$ cat src/rtl/ws2812_frame_streamer.sv
// rtl/ws2812_frame_streamer.sv - WS2812 frame sequencer: pixel RAM fetch, GRB reorder, serializer start/done handshake
// Optional build macro WS2812_BRIGHTNESS_EN: scale each channel by (Brightness+1)/256 before reordering.
module ws2812_frame_streamer #(
    parameter int NUM_LEDS   = 8,
    parameter int ADDR_WIDTH = 3,
    parameter int BITWIDTH   = 24,
    parameter int TIMEOUT    = 20000
) (
    input  logic                  Clk,
    input  logic                  Reset,
    input  logic                  FrameStart,
    input  logic [7:0]            Brightness,
    output logic [ADDR_WIDTH-1:0] RdAddr,
    input  logic [BITWIDTH-1:0]   RdData,
    output logic [BITWIDTH-1:0]   PixelWord,
    output logic                  PixelStart,
    input  logic                  PixelDone,
    output logic                  Busy,
    output logic                  FrameDone,
    output logic                  Error
);

    localparam int CNT_W = $clog2(TIMEOUT + 1);
    localparam logic [ADDR_WIDTH-1:0] LAST_IDX   = ADDR_WIDTH'(NUM_LEDS - 1);
    localparam logic [CNT_W-1:0]      TIMEOUT_M1 = CNT_W'(TIMEOUT - 1);

    typedef enum logic [2:0] {
        IDLE,
        FETCH,
        LOAD,
        START,
        WAIT,
        FINISH
    } state_t;

    state_t                  state, state_d;
    logic [ADDR_WIDTH-1:0]   idx, idx_d;
    logic [CNT_W-1:0]        cnt, cnt_d;
    logic                    err_q, err_d;
    logic                    load_en;
    logic [7:0]              chan_r, chan_g, chan_b;

`ifdef WS2812_BRIGHTNESS_EN
    function automatic logic [7:0] scale(input logic [7:0] c, input logic [7:0] br);
        logic [15:0] prod;
        prod = 16'(c) * 16'({1'b0, br} + 9'd1);
        return prod[15:8];
    endfunction

    assign chan_r = scale(RdData[23:16], Brightness);
    assign chan_g = scale(RdData[15:8],  Brightness);
    assign chan_b = scale(RdData[7:0],   Brightness);
`else
    logic unused_brightness;

    assign unused_brightness = ^Brightness;
    assign chan_r = RdData[23:16];
    assign chan_g = RdData[15:8];
    assign chan_b = RdData[7:0];
`endif

    // Wire order is G, R, B with each byte MSB first; the serializer shifts out bit 0 first.
    function automatic logic [23:0] to_wire(input logic [7:0] r, input logic [7:0] g, input logic [7:0] b);
        logic [23:0] w;
        for (int i = 0; i < 8; i++) begin
            w[i]      = g[7-i];
            w[8 + i]  = r[7-i];
            w[16 + i] = b[7-i];
        end
        return w;
    endfunction

    always_ff @(posedge Clk) begin
        if (Reset) begin
            state     <= IDLE;
            idx       <= '0;
            cnt       <= '0;
            err_q     <= 1'b0;
            PixelWord <= '0;
        end else begin
            state <= state_d;
            idx   <= idx_d;
            cnt   <= cnt_d;
            err_q <= err_d;
            if (load_en) begin
                PixelWord <= to_wire(chan_r, chan_g, chan_b);
            end
        end
    end

    assign RdAddr = idx;
    assign Error  = err_q;

    // The counter runs from the PixelStart cycle, so an abort lands exactly TIMEOUT cycles after it.
    always_comb begin
        state_d    = state;
        idx_d      = idx;
        cnt_d      = '0;
        err_d      = err_q;
        load_en    = 1'b0;
        PixelStart = 1'b0;
        Busy       = 1'b1;
        FrameDone  = 1'b0;
        case (state)
            IDLE: begin
                Busy = 1'b0;
                if (FrameStart) begin
                    idx_d   = '0;
                    err_d   = 1'b0;
                    state_d = FETCH;
                end
            end
            FETCH: begin
                state_d = LOAD;
            end
            LOAD: begin
                load_en = 1'b1;
                state_d = START;
            end
            START: begin
                PixelStart = 1'b1;
                cnt_d      = cnt + CNT_W'(1);
                state_d    = WAIT;
            end
            WAIT: begin
                cnt_d = cnt + CNT_W'(1);
                if (PixelDone) begin
                    cnt_d = '0;
                    if (idx == LAST_IDX) begin
                        state_d = FINISH;
                    end else begin
                        idx_d   = idx + ADDR_WIDTH'(1);
                        state_d = FETCH;
                    end
                end else if (cnt == TIMEOUT_M1) begin
                    cnt_d   = '0;
                    err_d   = 1'b1;
                    state_d = IDLE;
                end
            end
            FINISH: begin
                FrameDone = 1'b1;
                state_d   = IDLE;
            end
            default: begin
                state_d = IDLE;
            end
        endcase
    end

endmodule

$ cat config.mk
export PLATFORM = sky130hd
export DESIGN_NAME = ws2812_frame_streamer
export DESIGN_NICKNAME = d
export VERILOG_FILES = /design/src/rtl/ws2812_frame_streamer.sv
export SDC_FILE = /design/constraint.sdc
export NUM_CORES = 1
export LEC_CHECK = 0
export ABC_CLOCK_PERIOD_IN_PS = 1900
export CORE_MARGIN = 1.5
export CORE_UTILIZATION = 44
export DETAILED_ROUTE_END_ITERATION = 7
export PLACE_DENSITY = 0.75
export SYNTH_ARGS = -nofsm -noshare
export SYNTH_HDL_FRONTEND = slang
export SYNTH_SLANG_ARGS = --single-unit
$ cat constraint.sdc
create_clock -name Clk -period 1.9 [get_ports Clk]
set_input_delay 0.57 -clock Clk [delete_from_list [all_inputs] [get_ports Clk]]
set_output_delay 0.57 -clock Clk [all_outputs]
set_load 0.005 [all_outputs]
* After elaboration in Yosys (flattened, before gate mapping)
Cells that the tools add are included.
** Cells by class
- $add $sub $neg :: 2
- Eq/ne operators :: 13
- Muxes and demuxes :: 20
- Reduce and logical (&&, ||, !) cells :: 5
** Operators by type and width (number)
- $mux 15 :: 2
- $pmux 15 s2 :: 1
- $mux 3 :: 7
- $add 15x1->15 const B :: 1
- $eq 15x15->1 const B :: 1
- $pmux 3 s5 :: 1
- $ne 2x2->1 const B :: 5
- $eq 3x3->1 const B :: 3
- $reduce_and 4->1 :: 2
- $mux 1 :: 7
- $eq 3x2->1 const B :: 2
- $pmux 3 s2 :: 1
- $add 3x1->3 const B :: 1
- $eq 3x1->1 const B :: 1
- $logic_not 3->1 :: 1
- $ne 3x3->1 const B :: 1
- $pmux 1 s2 :: 1
- $reduce_and 2->1 :: 1
- $reduce_bool 2->1 :: 1
** Storage, ports and cells
- Register bits :: 46
- Input port bits :: 36
- Output and inout bits :: 31
- Word-level logic and storage cells :: 45

* Longest topological paths before layout
- Word-level depth :: 4
- Gate-level depth with buffers :: 7

* Least setup slack after synthesis
OpenSTA, ideal clock, no wires.
- Kind :: reg-to-reg
- Start :: register cnt[0]
- End :: register cnt[10]
- Arrival :: 1476 ps
- Data required time :: 1785 ps
- Setup slack :: 309 ps
- Stages on the path, launching flop included :: 8
- Path buffers :: 2
- Cells stage by stage :: dfxtp_1 > ha_1 > and4_1 > buf_4 > and4_4 > a2bb2oi_4 > buf_6 > nor2_1
** Between the ends
- Longest elaborated chain between the ends :: 4
- Elaborated cells between the ends (all ways) :: 5
** Ends and longest elaborated chain
- from (decl) :: line 38 : logic [CNT_W-1:0] cnt, cnt_d;
- from (signal assigned) :: line 83 : cnt <= cnt_d;
- $add 15x1->15 or $eq 15x15->1 (tied branches) :: line 122, 126, 135
- $mux 15 :: line 135 : end else if (cnt == TIMEOUT_M1) begin
- $mux 15 :: line 127 : if (PixelDone) begin
- $pmux 15 s2 * :: line 104 : case (state)
Mark *: on every way between the ends. The rest lies on a longest branch, timed or not.
A chain may end at the register's enable or synchronous reset.

* Worst setup path after layout
- Start :: register state[2]
- End :: output port Busy
** Between the ends
- Longest elaborated chain between the ends :: 2
** Ends and longest elaborated chain
- from (decl) :: line 36 : state_t state, state_d;
- from (signal assigned) :: line 81 : state <= state_d;
- $logic_not 3->1 :: line 104
- $mux 1 :: line 104
- to (decl) :: line 18 : output logic Busy,
Every way passes these cells.

==> impl_metrics.toml <==
[status]
status = "complete, no violations"

[sta]
clock_skew_ns = 0.00439
slew_headroom = 0.660
maxSlewViolCount = 0
period_share = 0.954
final-hold-violation-count = 0
fmax_mhz = 552
tightest_slew_ns = 0.511
final-setup-viol-count = 0
rsz0062_at_grt = "no"
finalCriticalPeriod_ns = 1.81

[setup_path]
crit_path_cell_trace = "or3_1 -> dlygate4sd2_1"
critPathSlowestCell = "or3_1"
worstPathRequired_ns = 1.33
critPathBufInv = 1
cp-start-kind = "flip-flop"
cp-end-kind = "output pin"
critPathMaxFanout = 4
critical_path_class = "flip-flop to output pin"
rrSetupSlack_ns = 0.18
crit_family = "simple AND/OR/NAND/NOR gates"
arrival_ns = 1.24
worst_path_largest_cell_delay_ns = 0.36

[yosys]
yosysWarnings = 0
synth_ff_type = "dfxtp_1"
async_reset_ff_frac = 0
synth_most_common_cell = "nand2_1"
synth_fa_ha_area_frac = 0.0196
synth_area_leaders = "dfxtp_1 (48%), nand2_1 (10%), a21oi_1 (6.3%)"
synth_cell_types = 36
syn_nets = 262
synth_xor_xnor_area_share = 0.0596
seq_area_frac_synth = 0.482
synth_top_area_cell = "dfxtp_1"
synth_simple_gate_area_share = 0.281
synth_top_family_by_area = "simple AND/OR/NAND/NOR gates"
yosys-top-cells-count = "nand2_1 (53), dfxtp_1 (46), a21oi_1 (24)"
synth_compound_area_frac = 0.106
synthCells = 223
syn_area_per_cell_sq_um = 8.57
synth_mux_area_frac = 0.00524
synth_edf_count = 0
ys_ff_latch = 46
synth_top_area_frac = 0.482
syn_area_sq_um = 1910

[floorplan]
die_w_microns = 68.9
rows = 23
dieArea_sq_um = 4750
die_h_microns = 68.9
io_pins = 67
start_util = 0.468
core-area_sq_um = 4090

[place]
port_buffers = 58
gp_congestion = 0.814
dp.cells = 328
dp_hpwl_mm = 2.99

[power_and_ir_drop]
p_leak_nw = 0.964
seq_power_share = 0.511
p_int_mw = 1.55
p_comb_frac = 0.154
pwr-share-clk = 0.335
ir_worst_vdd_v = 0.000503
p_total_mw = 2.02
p_switching_mw = 0.469
swShare = 0.232
powerDensity_nw_per_um2 = 753

[drt]
drc = 0
wl_mm = 4.25
vias = 1681
vias_per_cell = 5.00
first_pass_iters = 4
wire_per_inst_microns = 12.6
ant_nets = 0
drtIter0Drc = 71

[grt]
grt_pass1_vias = 1448
antenna_found_initial = 0
grt_use_total = 0.180
grt.overflow.total = 0
grt_pass1_wl_mm = 6.41
grt_max_degree = 33

[flow_run]
cap_viol_max_count = 0

[clock_network]
clock_sinks = 46
clk-insertion-delay-late_ns = 0.29
clkTransAtPathRegs_ns = 0.08
cts_buffers = 5
cts_tree = "built"
htree_levels = 2
post_cts_buffers = 0
clock_tree.buffer_depth = 2
cts_root_buffer = "clkbuf_8"

[layout]
syn_to_final_growth_pct = 40.1
nNetsFinal = 324
instances_no_fill = 336
diodes = 0
drive_above_1_share = 0.0979
fillers = 366

[hold_path]
hold_class = "flip-flop to flip-flop"
==> placed cells by master, fill, tap and decap left out, types with 4 or more instances in the layout <==
cell             count
nand4_1              6
nor2_1              20
clkbuf_8             8
xor2_1               7
a21oi_1             24
nor4_1               5
clkdlybuf4s50_1     55
nand3_1              4
xnor2_1              6
buf_4               13
dfxtp_1             44
nand2_1             53
==> layout make-up <==
cell class / count / area [sq um] / share of cell area
multi-input combinational: 159 / 901 / 0.336
clock buffer: 8 / 110 / 0.0411
timing repair buffer: 71 / 674 / 0.252
inverter: 2 / 7.51 / 0.00280
tap: 50 / 62.6 / 0.0234
sequential: 46 / 923 / 0.345
==> timing repair <==
| action | 4_1_cts | 5_1_grt |
|---|---|---|
| setup endpoints to repair | 3 | 0 |
| gates resized for setup | 5 | 0 |
| hold buffers | 0 | 0 |
==> layer usage <==
metal  vias up  share of wire  wire length (microns)  global-route usage
li1        875              -                      -                   -
met1       769           0.46                   1960               0.233
met2        32           0.49                   2070               0.292
met3         5          0.038                    163              0.0503
met4         0          0.012                     51              0.0515
met5         -              0                      0                   0
==> registers in the layout, indices dropped and copies added (netlist names) <==
signal / flops
Error: 1
PixelWord: 24
RdAddr: 3
cnt: 15
state: 3
==> through the flow <==
stage	TNS [ns]	worst slack, ns	utilization	area, sq um	hold WS [ns]
after global routing	0	0.0178	0.656	2680	0.477
after detailed placement	-0.0164	-0.00758	0.629	2570	0.446
after CTS	0	0.0671	0.656	2680	0.458
after global placement	0	0.00420	0.629	2570	0.441
final	0	0.0874	0.656	2680	0.453
after floorplan	0	0.309	-	1910	0.438
==> worst min-delay path, stage by stage (launching register included) <==
cell and delay, ns:
dfxtp_1 0.31, nand2_1 0.05, a21oi_1 0.05
==> path summary, 6_finish.rpt <==
check                                  start      endpoint  cells past startpoint
worst max-delay path                state[2]          Busy                      2
worst min-delay path            PixelWord[7]  PixelWord[7]                      2
worst max register to register        cnt[1]       cnt[11]                      5
worst min register to register  PixelWord[7]  PixelWord[7]                      2
==> kinds of logic (layout without fill, tap and decap cells) <==
family | count (synthesis) | after routing
multiplexers | 1 | 1
buffers and inverters | 18 | 81
AO/OA/AOI/OAI | 33 | 33
adder cells (fa/ha/maj) | 3 | 3
AND/OR/NAND/NOR | 109 | 109
XOR/XNOR | 13 | 13
flip-flops | 46 | 46
==> power by group through the flow <==
| stage | logic, mW | registers (mW) | clock network, mW |
|---|---|---|---|
| after global routing | 0.340 | 1.04 | 0.746 |
| after CTS | 0.314 | 1.03 | 0.700 |
| after detailed placement | 0.317 | 1.05 | 0 |
| after floorplan | 0.142 | 1.05 | 0 |
| after global placement | 0.313 | 1.05 | 0 |
| final | 0.310 | 1.03 | 0.677 |
No activity file was read; power rests on OpenSTA's default activity.
